**src/rtl/spislaveio_if.sv**
```systemverilog
// CPU-side register bus of the SPI target: register select, write/read data,
// access strobe and the level interrupt back to the CPU.
interface spislaveio_if;
    logic [2:0] AD;
    logic [7:0] DI;
    logic [7:0] DO;
    logic       rw;
    logic       cs;
    logic       irq;

    modport master (output AD, DI, rw, cs, input DO, irq);
    modport slave  (input AD, DI, rw, cs, output DO, irq);
endinterface

```
**src/rtl/spislaveio.sv**
```systemverilog
// SPI mode-0 target with a CPU register interface: synchronized SPI pins,
// one-byte RX buffer with overrun flag, one-byte TX holding register and IRQ.
module spislaveio (
    input  logic        clk,
    input  logic        rst,
    spislaveio_if.slave bus,
    input  logic        ssel,
    input  logic        sck,
    input  logic        mosi,
    output logic        miso,
    output logic        miso_oe
);
    typedef enum logic {IDLE = 1'b0, SHIFT = 1'b1} state_t;

    state_t      r_state;
    state_t      w_stateNext;
    logic        w_enter;
    logic        w_shifting;

    logic        r_sselMeta, r_sselSync, r_sselPrev;
    logic        r_sckMeta, r_sckSync, r_sckPrev;
    logic        r_mosiMeta, r_mosiSync;

    logic [2:0]  r_bitCnt;
    logic [7:0]  r_rxShift;
    logic [7:0]  r_rxData;
    logic [7:0]  r_txHold;
    logic [7:0]  r_txShift;
    logic        r_rxf, r_ovr, r_txe;
    logic        r_en, r_rxie, r_txie;
    logic        r_irq;

    logic        w_sselFall, w_sselRise, w_sckRise, w_sckFall;
    logic        w_wr, w_wrData, w_wrStatus, w_wrCtrl, w_rdData, w_disable;
    logic        w_byteDone, w_txReload, w_rxfEff;
    logic [7:0]  w_rxByte;
    logic [7:0]  w_status;

    always_ff @(posedge clk or negedge rst) begin
        if (!rst) begin
            r_sselMeta <= 1'b1;
            r_sselSync <= 1'b1;
            r_sselPrev <= 1'b1;
            r_sckMeta  <= 1'b0;
            r_sckSync  <= 1'b0;
            r_sckPrev  <= 1'b0;
            r_mosiMeta <= 1'b0;
            r_mosiSync <= 1'b0;
        end else begin
            r_sselMeta <= ssel;
            r_sselSync <= r_sselMeta;
            r_sselPrev <= r_sselSync;
            r_sckMeta  <= sck;
            r_sckSync  <= r_sckMeta;
            r_sckPrev  <= r_sckSync;
            r_mosiMeta <= mosi;
            r_mosiSync <= r_mosiMeta;
        end
    end

    assign w_sselFall = r_sselPrev & ~r_sselSync;
    assign w_sselRise = ~r_sselPrev & r_sselSync;
    assign w_sckRise  = ~r_sckPrev & r_sckSync;
    assign w_sckFall  = r_sckPrev & ~r_sckSync;

    assign w_wr       = bus.cs & ~bus.rw;
    assign w_wrData   = w_wr & (bus.AD == 3'd0);
    assign w_wrStatus = w_wr & (bus.AD == 3'd1);
    assign w_wrCtrl   = w_wr & (bus.AD == 3'd2);
    assign w_rdData   = bus.cs & bus.rw & (bus.AD == 3'd0);
    assign w_disable  = w_wrCtrl & ~bus.DI[0];

    always_ff @(posedge clk or negedge rst) begin
        if (!rst) begin
            r_state <= IDLE;
        end else begin
            r_state <= w_stateNext;
        end
    end

    // Leaving SHIFT suppresses any sck edge seen in the same cycle.
    always_comb begin
        w_stateNext = r_state;
        w_enter     = 1'b0;
        w_shifting  = 1'b0;
        case (r_state)
            IDLE: begin
                if (w_sselFall && r_en) begin
                    w_stateNext = SHIFT;
                    w_enter     = 1'b1;
                end
            end
            SHIFT: begin
                if (w_sselRise || w_disable) begin
                    w_stateNext = IDLE;
                end else begin
                    w_shifting = 1'b1;
                end
            end
            default: w_stateNext = IDLE;
        endcase
    end

    assign w_rxByte   = {r_rxShift[6:0], r_mosiSync};
    assign w_byteDone = w_shifting & w_sckRise & (r_bitCnt == 3'd7);
    assign w_txReload = w_enter | (w_shifting & w_sckFall & (r_bitCnt == 3'd0));
    assign w_rxfEff   = r_rxf & ~w_rdData;

    // A CPU DATA write lands after a coincident reload; a DATA read frees the buffer for a coincident byte.
    always_ff @(posedge clk or negedge rst) begin
        if (!rst) begin
            r_bitCnt  <= 3'd0;
            r_rxShift <= 8'h00;
            r_rxData  <= 8'h00;
            r_txHold  <= 8'h00;
            r_txShift <= 8'hFF;
            r_rxf     <= 1'b0;
            r_ovr     <= 1'b0;
            r_txe     <= 1'b1;
            r_en      <= 1'b0;
            r_rxie    <= 1'b0;
            r_txie    <= 1'b0;
            r_irq     <= 1'b0;
        end else begin
            if (w_enter) begin
                r_bitCnt <= 3'd0;
            end else if (w_shifting && w_sckRise) begin
                r_rxShift <= w_rxByte;
                r_bitCnt  <= r_bitCnt + 3'd1;
            end

            if (w_txReload) begin
                r_txShift <= r_txe ? 8'hFF : r_txHold;
            end else if (w_shifting && w_sckFall) begin
                r_txShift <= {r_txShift[6:0], 1'b0};
            end

            if (w_wrData) begin
                r_txHold <= bus.DI;
                r_txe    <= 1'b0;
            end else if (w_txReload) begin
                r_txe    <= 1'b1;
            end

            if (w_byteDone && !w_rxfEff) begin
                r_rxData <= w_rxByte;
                r_rxf    <= 1'b1;
            end else if (w_rdData) begin
                r_rxf    <= 1'b0;
            end

            if (w_byteDone && w_rxfEff) begin
                r_ovr <= 1'b1;
            end else if (w_wrStatus && bus.DI[2]) begin
                r_ovr <= 1'b0;
            end

            if (w_wrCtrl) begin
                r_en   <= bus.DI[0];
                r_rxie <= bus.DI[1];
                r_txie <= bus.DI[2];
            end

            r_irq <= r_en & ((r_rxie & (r_rxf | r_ovr)) | (r_txie & r_txe));
        end
    end

    assign w_status = {r_irq, 3'b000, ~r_sselSync, r_ovr, r_txe, r_rxf};

    always_comb begin
        bus.DO = 8'h00;
        if (bus.cs) begin
            case (bus.AD)
                3'd0:    bus.DO = r_rxData;
                3'd1:    bus.DO = w_status;
                3'd2:    bus.DO = {5'b00000, r_txie, r_rxie, r_en};
                default: bus.DO = 8'h00;
            endcase
        end
    end

    assign bus.irq = r_irq;
    assign miso    = r_txShift[7];
    assign miso_oe = (r_state == SHIFT) & ~r_sselSync;
endmodule

```
**src/flat_wrapper.sv**
```systemverilog
// flat-port wrapper written by rule: the top's interface ports become plain ports
module spislaveio_flat 
  (clk, rst, ssel, sck, mosi, miso, miso_oe, bus_AD, bus_DI, bus_rw, bus_cs, bus_DO, bus_irq);
  spislaveio_if bus_i ();
  input  logic clk;
  input  logic rst;
  input  logic ssel;
  input  logic sck;
  input  logic mosi;
  output logic miso;
  output logic miso_oe;
  input wire logic [$bits(bus_i.AD)-1:0] bus_AD;
  input wire logic [$bits(bus_i.DI)-1:0] bus_DI;
  input wire logic [$bits(bus_i.rw)-1:0] bus_rw;
  input wire logic [$bits(bus_i.cs)-1:0] bus_cs;
  output wire logic [$bits(bus_i.DO)-1:0] bus_DO;
  output wire logic [$bits(bus_i.irq)-1:0] bus_irq;
  assign bus_i.AD = bus_AD;
  assign bus_i.DI = bus_DI;
  assign bus_i.rw = bus_rw;
  assign bus_i.cs = bus_cs;
  assign bus_DO = bus_i.DO;
  assign bus_irq = bus_i.irq;
  spislaveio u_core (.clk(clk), .rst(rst), .bus(bus_i), .ssel(ssel), .sck(sck), .mosi(mosi), .miso(miso), .miso_oe(miso_oe));
endmodule
```
**config.mk**
```make
export PLATFORM = sky130hd
export DESIGN_NAME = spislaveio_flat
export DESIGN_NICKNAME = d
export VERILOG_FILES = /design/src/rtl/spislaveio_if.sv /design/src/rtl/spislaveio.sv /design/src/flat_wrapper.sv
export SDC_FILE = /design/constraint.sdc
export NUM_CORES = 1
export LEC_CHECK = 0
export CAP_MARGIN = 20
export CORE_ASPECT_RATIO = 1.25
export CORE_MARGIN = 3
export CORE_UTILIZATION = 59
export CTS_BUF_LIST = sky130_fd_sc_hd__clkbuf_8
export CTS_CLUSTER_SIZE = 40
export DETAILED_ROUTE_END_ITERATION = 16
export DONT_BUFFER_PORTS = 1
export PLACE_DENSITY_LB_ADDON = 0.25
export SKIP_CTS_REPAIR_TIMING = 1
export SYNTH_ARGS = -nofsm -noshare
export SYNTH_HDL_FRONTEND = slang
export SYNTH_SLANG_ARGS = --single-unit
```
**constraint.sdc**
```tcl
create_clock -name clk -period 1.78 [get_ports clk]
set_input_delay 0.356 -clock clk [delete_from_list [all_inputs] [get_ports clk]]
set_output_delay 0.356 -clock clk [all_outputs]
set_load 0.005 [all_outputs]
```
==> key figures, run 1 <==
Run status
  – Outcome: complete, no violations

CTS
  – Cts bufs inserted: 5
  – Root buf cell: clkbuf_8
  – Worst-skew pair later-pin latency: 0.30 ns
  – Clock sink total: 50
  – Clk pin slew, worst setup/hold paths: 0.09 ns
  – Clk buf depth: 2
  – Total number of H-tree levels: 2
  – CTS tree: yes

GRT
  – Grt met2 use: 0.3446
  – Initial antenna violation count: 0
  – Met1 Use GR: 0.2072
  – Top Usage Layer GRT: met2
  – GRT overflow: 0
  – Tot GR Track Use: 0.1954
  – Routing usage on met3: 0.07119
  – Number of global-route vias before repair: 1,404
  – First-pass GRT wire length: 6.506 mm
  – Pin count of the biggest net entering global routing: 51

Yosys
  – Avg Cell Area, Syn: 12.93 µm²
  – Post-Syn Area: 2288 µm²
  – Synth warnings: 0
  – Post-synthesis sequential area ratio: 0.5533
  – Synth Register Bits: 50
  – Mapped Cells: 177
  – Post-synthesis cell type count: 36
  – Syn Nets: 198

Job
  – Maxcap violations: 0

Setup path
  – Crit start category: flop
  – Crit-path max FO: 8
  – Reg2reg end: u_core.r_rxData[0]$_DFFE_PN0P_
  – CP required: 1.97 ns
  – FF-to-FF setup slack: 0.04 ns
  – R2R cell count: 6
  – Crit Path Category: flop to flop
  – Reg2reg start: u_core.r_bitCnt[0]$_DFFE_PN0P_
  – Crit path DAT: 1.93 ns
  – Worst setup EP type: flop

STA
  – Worst setup margin: 0.04057 ns
  – Fin crit share: 0.9772
  – Slew headroom: 0.6957
  – Final hold violation count: 0
  – Max Slew Vio Count: 0
  – # setup viols final: 0
  – Tmin final: 1.739 ns
  – Max Clock Freq: 574.9 MHz
  – Slew @ Worst Pin: 0.4555 ns
  – Hold slack final: 0.04899 ns
  – Fin Clk Skew: 0.009303 ns
  – Unrepaired setup endpoints after global routing: yes

Cells and area
  – Diode count: 0
  – Area grow syn2layout: 9.732%
  – Cell Count, Final, Fillers Out: 229
  – Share of layout cells above drive strength 1: 0.3789
  – Final instance area: 2511 µm²
  – Most frequent cells in the layout: dfrtp_1, mux2_2, mux2i_1, nor2_1
  – Layout Nets: 210
  – Commonest non-fill, non-tap cell in the layout: dfrtp_1

Place
  – RePlAce Congestion: 0.8635
  – Dpl cells: 218
  – Cell Area, Placed: 2357 µm²
  – PortBufs: 0
  – Pre-CTS WS: -0.04057 ns
  – Hpwl dp: 2.915 mm

Floorplan
  – Initial Utilization: 0.6351
  – Die height: 75.63 µm
  – Top Ports: 29
  – Core Area: 3603 µm²
  – Die W: 61.71 µm
  – Row Count: 24
  – Full die area: 4667 µm²

Route
  – DRT Wirelength: 3.932 mm
  – Routed vias: 1,357
  – Post-DR vias/cell: 5.926
  – First-pass iteration count of the detailed router: 4
  – Antenna viol nets, final: 0
  – Initial detailed-routing violation count: 107
  – Post-route DRC violation count: 0
  – Routed len/inst: 17.17 µm

Hold path
  – Hold_sp: ssel
  – HP Class: primary input to flop
  – Hold endpoint: u_core.r_sselMeta$_DFF_PN1_
  – Hold Path Cell Cnt: 0

Pwr
  – Maximum VDD drop: 827.3 µV
  – Cell Pwr Density: 1208 nW/µm²
  – P_leak: 0.001152 µW
-- cells in the mapped netlist --
| cell type | number | area [µm²] |
|---|---|---|
| a31o_2 | 1 | 8.760 |
| nor3_1 | 2 | 10.01 |
| nand3_1 | 4 | 20.02 |
| inv_1 | 10 | 37.54 |
| and2_4 | 1 | 8.760 |
| nor4b_1 | 1 | 8.760 |
| a21o_1 | 1 | 7.510 |
| dfstp_2 | 12 | 315.3 |
| o21bai_1 | 1 | 7.510 |
| a31oi_1 | 2 | 12.51 |
| nor3_2 | 1 | 10.01 |
| dfrtp_1 | 38 | 950.9 |
| ha_1 | 3 | 37.54 |
| or4_1 | 1 | 7.510 |
| or3b_2 | 1 | 8.760 |
| buf_6 | 2 | 22.52 |
| nor2_1 | 13 | 48.80 |
| nand3_2 | 1 | 10.01 |
| clkbuf_1 | 1 | 3.750 |
| buf_2 | 1 | 5.000 |
| nand2b_1 | 4 | 25.02 |
| o311ai_2 | 1 | 16.27 |
| a21oi_1 | 3 | 15.01 |
| nor2b_1 | 5 | 31.28 |
| o311a_4 | 1 | 21.27 |
| or2_2 | 2 | 12.51 |
| mux2_4 | 5 | 75.07 |
| a32o_1 | 1 | 10.01 |
| o21ai_2 | 1 | 8.760 |
| mux2_2 | 27 | 304.0 |
| and2_1 | 3 | 18.77 |
| or3b_4 | 1 | 11.26 |
| a21boi_0 | 2 | 15.01 |
| o21ai_0 | 4 | 20.02 |
| mux2i_1 | 14 | 140.1 |
| nand2_1 | 6 | 22.52 |
-- state kept, by name, indices dropped and copies added, names as in the netlist, 3 cells and up --
register and flops:
u_core.r_txHold 8, u_core.r_bitCnt 3, u_core.r_rxShift 7, u_core.r_rxData 8, u_core.r_txShift 8
-- final cells by class --
| class | instances | area, µm² |
|---|---|---|
| inverters | 10 | 37.54 |
| clock inverters | 3 | 15.01 |
| flip-flops and latches | 50 | 1266 |
| clock buffers | 5 | 68.82 |
| multi-input cells | 113 | 984.7 |
| repair buffers | 9 | 90.09 |
| well taps | 39 | 48.80 |
| fillers | 254 | 1092 |
-- worst max path at each step --
stage	from	end	slack (ns)
2_1_floorplan	bus_AD[0]	u_core.r_rxShift[2]$_DFFE_PN0P_	-0.11
3_3_place_gp	u_core.r_bitCnt[0]$_DFFE_PN0P_	u_core.r_rxData[7]$_DFFE_PN0P_	0.01
3_5_place_dp	u_core.r_bitCnt[0]$_DFFE_PN0P_	u_core.r_rxData[0]$_DFFE_PN0P_	-0.04
4_1_cts	u_core.r_bitCnt[0]$_DFFE_PN0P_	u_core.r_rxData[0]$_DFFE_PN0P_	-0.05
5_1_grt	u_core.r_bitCnt[0]$_DFFE_PN0P_	u_core.r_rxData[1]$_DFFE_PN0P_	-0.008
6_report	u_core.r_bitCnt[0]$_DFFE_PN0P_	u_core.r_rxData[0]$_DFFE_PN0P_	0.04
-- through the flow --
stage	total power, µW	TNS [ns]	utilization
after floorplan	2215	-0.7755	-
after global placement	2363	0	0.6542
after detailed placement	2415	-0.2296	0.6542
after CTS	3031	-0.3731	0.6774
after global routing	3233	-0.01577	0.6969
final	3034	0	0.6969
-- routing by layer --
layer,up-vias,wire [µm]
met2,24,2178
li1,640,-
met3,7,222
met1,686,1466
met5,-,0
met4,0,64
-- logic make-up after synthesis --
family,Yosys count,synth area share
mux,46,0.2269
flops,50,0.5533
buf+inv,14,0.03007
fa+ha+maj,3,0.01640
compound gates,18,0.06233
simple gates,46,0.1110
-- power breakdown --
part / switching, µW / internal (µW)
sequential: 175 / 1450
clock: 344 / 267
combinational: 360 / 436
-- worst max-delay path: stages, from the launching register on --
cell	delay, ns
dfrtp_1	0.41
ha_1	0.22
ha_2	0.19
nor2b_1	0.13
a31o_2	0.23
nand3_4	0.11
mux2_2	0.35
Power figures use the tool's default switching activity.
==> run 2: changes to the inputs <==
--- a/config.mk
+++ b/config.mk
@@ -8,8 +8,8 @@
 export CAP_MARGIN = 20
 export CORE_ASPECT_RATIO = 1.25
 export CORE_MARGIN = 3
-export CORE_UTILIZATION = 59
-export CTS_BUF_LIST = sky130_fd_sc_hd__clkbuf_8
+export CORE_UTILIZATION = 56
+export CTS_BUF_LIST = sky130_fd_sc_hd__clkbuf_16
 export CTS_CLUSTER_SIZE = 40
 export DETAILED_ROUTE_END_ITERATION = 16
 export DONT_BUFFER_PORTS = 1
==> key figures, run 2 (synthesis gave the netlist of run 1 again) <==
GRT
  – Pin count of the biggest net entering global routing: 51 (unchanged)
  – Number of global-route vias before repair: 1,460 (+4.0%)
  – Tot GR Track Use: 0.1847 (-0.01069)
  – Initial antenna violation count: 0 (unchanged)
  – First-pass GRT wire length: 6.941 mm (+6.7%)
  – GRT overflow: 0 (unchanged)

Cells and area
  – Final instance area: 2587 µm² (+3.0%)
  – Post-layout util: 0.6725 (-0.02436)
  – Share of layout cells above drive strength 1: 0.3822 (+0.003252)
  – Top flop regs: u_core.r_rxData: 8 flops, u_core.r_txHold: 8 flops, u_core.r_txShift: 8 flops
  – Most frequent cells in the layout: dfrtp_1, mux2_2, mux2i_1, nor2_1, dfstp_2
  – Diode count: 0 (unchanged)
  – Commonest non-fill, non-tap cell in the layout: dfrtp_1
  – Area grow syn2layout: 13.07%
  – Layout Nets: 211 (+0.48%)

Place
  – Hpwl dp: 2.995 mm (+2.8%)
  – PortBufs: 0 (unchanged)
  – RePlAce Congestion: 0.7895 (-8.6%)
  – Cell Area, Placed: 2376 µm² (+0.80%)
  – Pre-CTS WS: -0.03183 ns (+0.008743 ns)

Hold path
  – HP Class: primary input to flop
  – Hold endpoint: u_core.r_sselMeta$_DFF_PN1_
  – Hold_sp: ssel
  – Hold Path Cell Cnt: 0 (unchanged)

Floorplan
  – Top Ports: 29 (unchanged)
  – Row Count: 25 (+4.2%)
  – Core Area: 3847 µm² (+6.8%)
  – Initial Utilization: 0.5948 (-0.04027)
  – Full die area: 4894 µm² (+4.9%)
  – Die W: 63.18 µm (+2.4%)
  – Die height: 77.47 µm (+2.4%)

CTS
  – Clk pin slew, worst setup/hold paths: 0.06 ns (-0.03 ns)
  – Worst-skew pair later-pin latency: 0.29 ns (about the same)
  – Total number of H-tree levels: 2 (unchanged)
  – Clk buf depth: 2 (unchanged)
  – Clock sink total: 50 (unchanged)
  – Cts bufs inserted: 5 (unchanged)
  – CTS tree: yes
  – Root buf cell: clkbuf_16

STA
  – Worst setup margin: 0.06323 ns (+0.02266 ns)
  – Fin crit share: 0.9645 (-0.01273)
  – # setup viols final: 0 (unchanged)
  – Max Clock Freq: 582.5 MHz (+1.3%)
  – Max Slew Vio Count: 0 (unchanged)
  – Slew headroom: 0.7004 (+0.004658)
  – Slew @ Worst Pin: 0.4485 ns (-0.006974 ns)
  – Fin Clk Skew: 0.008155 ns (-0.001148 ns)
  – Final hold violation count: 0 (unchanged)
  – Tmin final: 1.717 ns (-0.02266 ns)
  – Post-route setup TNS: 0 ns (unchanged)

Job
  – Maxcap violations: 0 (unchanged)

Pwr
  – Maximum VDD drop: 625.2 µV (-24%)
  – Total power: 3354 µW (+11%)
  – Cell Pwr Density: 1296 nW/µm² (+7.3%)
  – P_leak: 0.001172 µW (+1.7%)

Route
  – DRT Wirelength: 4.127 mm (+5.0%)
  – Post-route DRC violation count: 0 (unchanged)
  – Post-DR vias/cell: 5.490 (-7.4%)
  – First-pass iteration count of the detailed router: 4 (unchanged)
  – Routed vias: 1,345 (-0.88%)
  – Initial detailed-routing violation count: 53 (-50%)
  – Routed len/inst: 16.84 µm (-1.9%)
  – Antenna viol nets, final: 0 (unchanged)

Setup path
  – Crit Path Category: flop to flop
  – Reg2reg end: u_core.r_rxData[2]$_DFFE_PN0P_
  – R2R cell count: 6 (unchanged)
  – Crit path DAT: 1.89 ns (-0.04 ns)
  – Crit start category: flop
  – CP required: 1.95 ns (-0.02 ns)
  – Crit-path max FO: 8 (unchanged)
  – Reg2reg start: u_core.r_bitCnt[1]$_DFFE_PN0P_
  – FF-to-FF setup slack: 0.06 ns (+0.02 ns)
  – Worst setup EP type: flop

Run status
  – Outcome: complete, no violations
==> run 2: changes by cell type in the layout (fill, tap and decap cells not counted), sizes merged <==
| cell | previous run | this run |
|---|---|---|
| clkinv | 0 | 2 |
| inv | 12 | 10 |
| buf | 8 | 9 |
==> run 2: layout make-up <==
class                   count  area (µm²)
well taps                  54       67.56
clock buffers               5       125.1
fillers                   297        1260
multi-input cells         113       977.2
inverters                  10       37.54
flip-flops and latches     50        1266
repair buffers             10       97.59
clock inverters             3       16.27
==> run 2: how the worst max path moves through the flow <==
stage                                         from                         endpoint  cells past startpoint
floorplan                                bus_AD[0]  u_core.r_rxShift[2]$_DFFE_PN0P_                      6
global placement    u_core.r_bitCnt[0]$_DFFE_PN0P_   u_core.r_rxData[4]$_DFFE_PN0P_                      6
detailed placement  u_core.r_bitCnt[0]$_DFFE_PN0P_   u_core.r_rxData[2]$_DFFE_PN0P_                      6
CTS                 u_core.r_bitCnt[0]$_DFFE_PN0P_   u_core.r_rxData[2]$_DFFE_PN0P_                      6
global route        u_core.r_bitCnt[1]$_DFFE_PN0P_   u_core.r_rxData[2]$_DFFE_PN0P_                      6
finish              u_core.r_bitCnt[1]$_DFFE_PN0P_   u_core.r_rxData[2]$_DFFE_PN0P_                      6
==> run 2: where the power goes <==
| group | internal (µW) | switching (µW) |
|---|---|---|
| Sequential | 1450 | 178 |
| Combinational | 456 | 359 |
| Clock | 513 | 393 |
| Total | 2420 | 930 |
==> run 2: critical path, cell delays in order (launching register included) <==
cell,delay [ns]
dfrtp_1,0.40
ha_1,0.19
ha_2,0.19
nor2b_1,0.13
a31o_2,0.23
nand3_4,0.11
mux2_2,0.35
==> run 2: routing by layer <==
metal  wire length [µm]  GRT usage
met5                  0          0
met4                 39    0.08207
met3                222    0.06802
met2               2223     0.3221
met1               1641     0.1986
==> run 2: through the flow <==
step           hold slack (ns)  cells
3_5_place_dp           0.06167    233
3_3_place_gp           0.06178    233
4_1_cts                -0.2499    241
2_1_floorplan          0.06041    177
5_1_grt                0.04458    245
6_report               0.06381    245
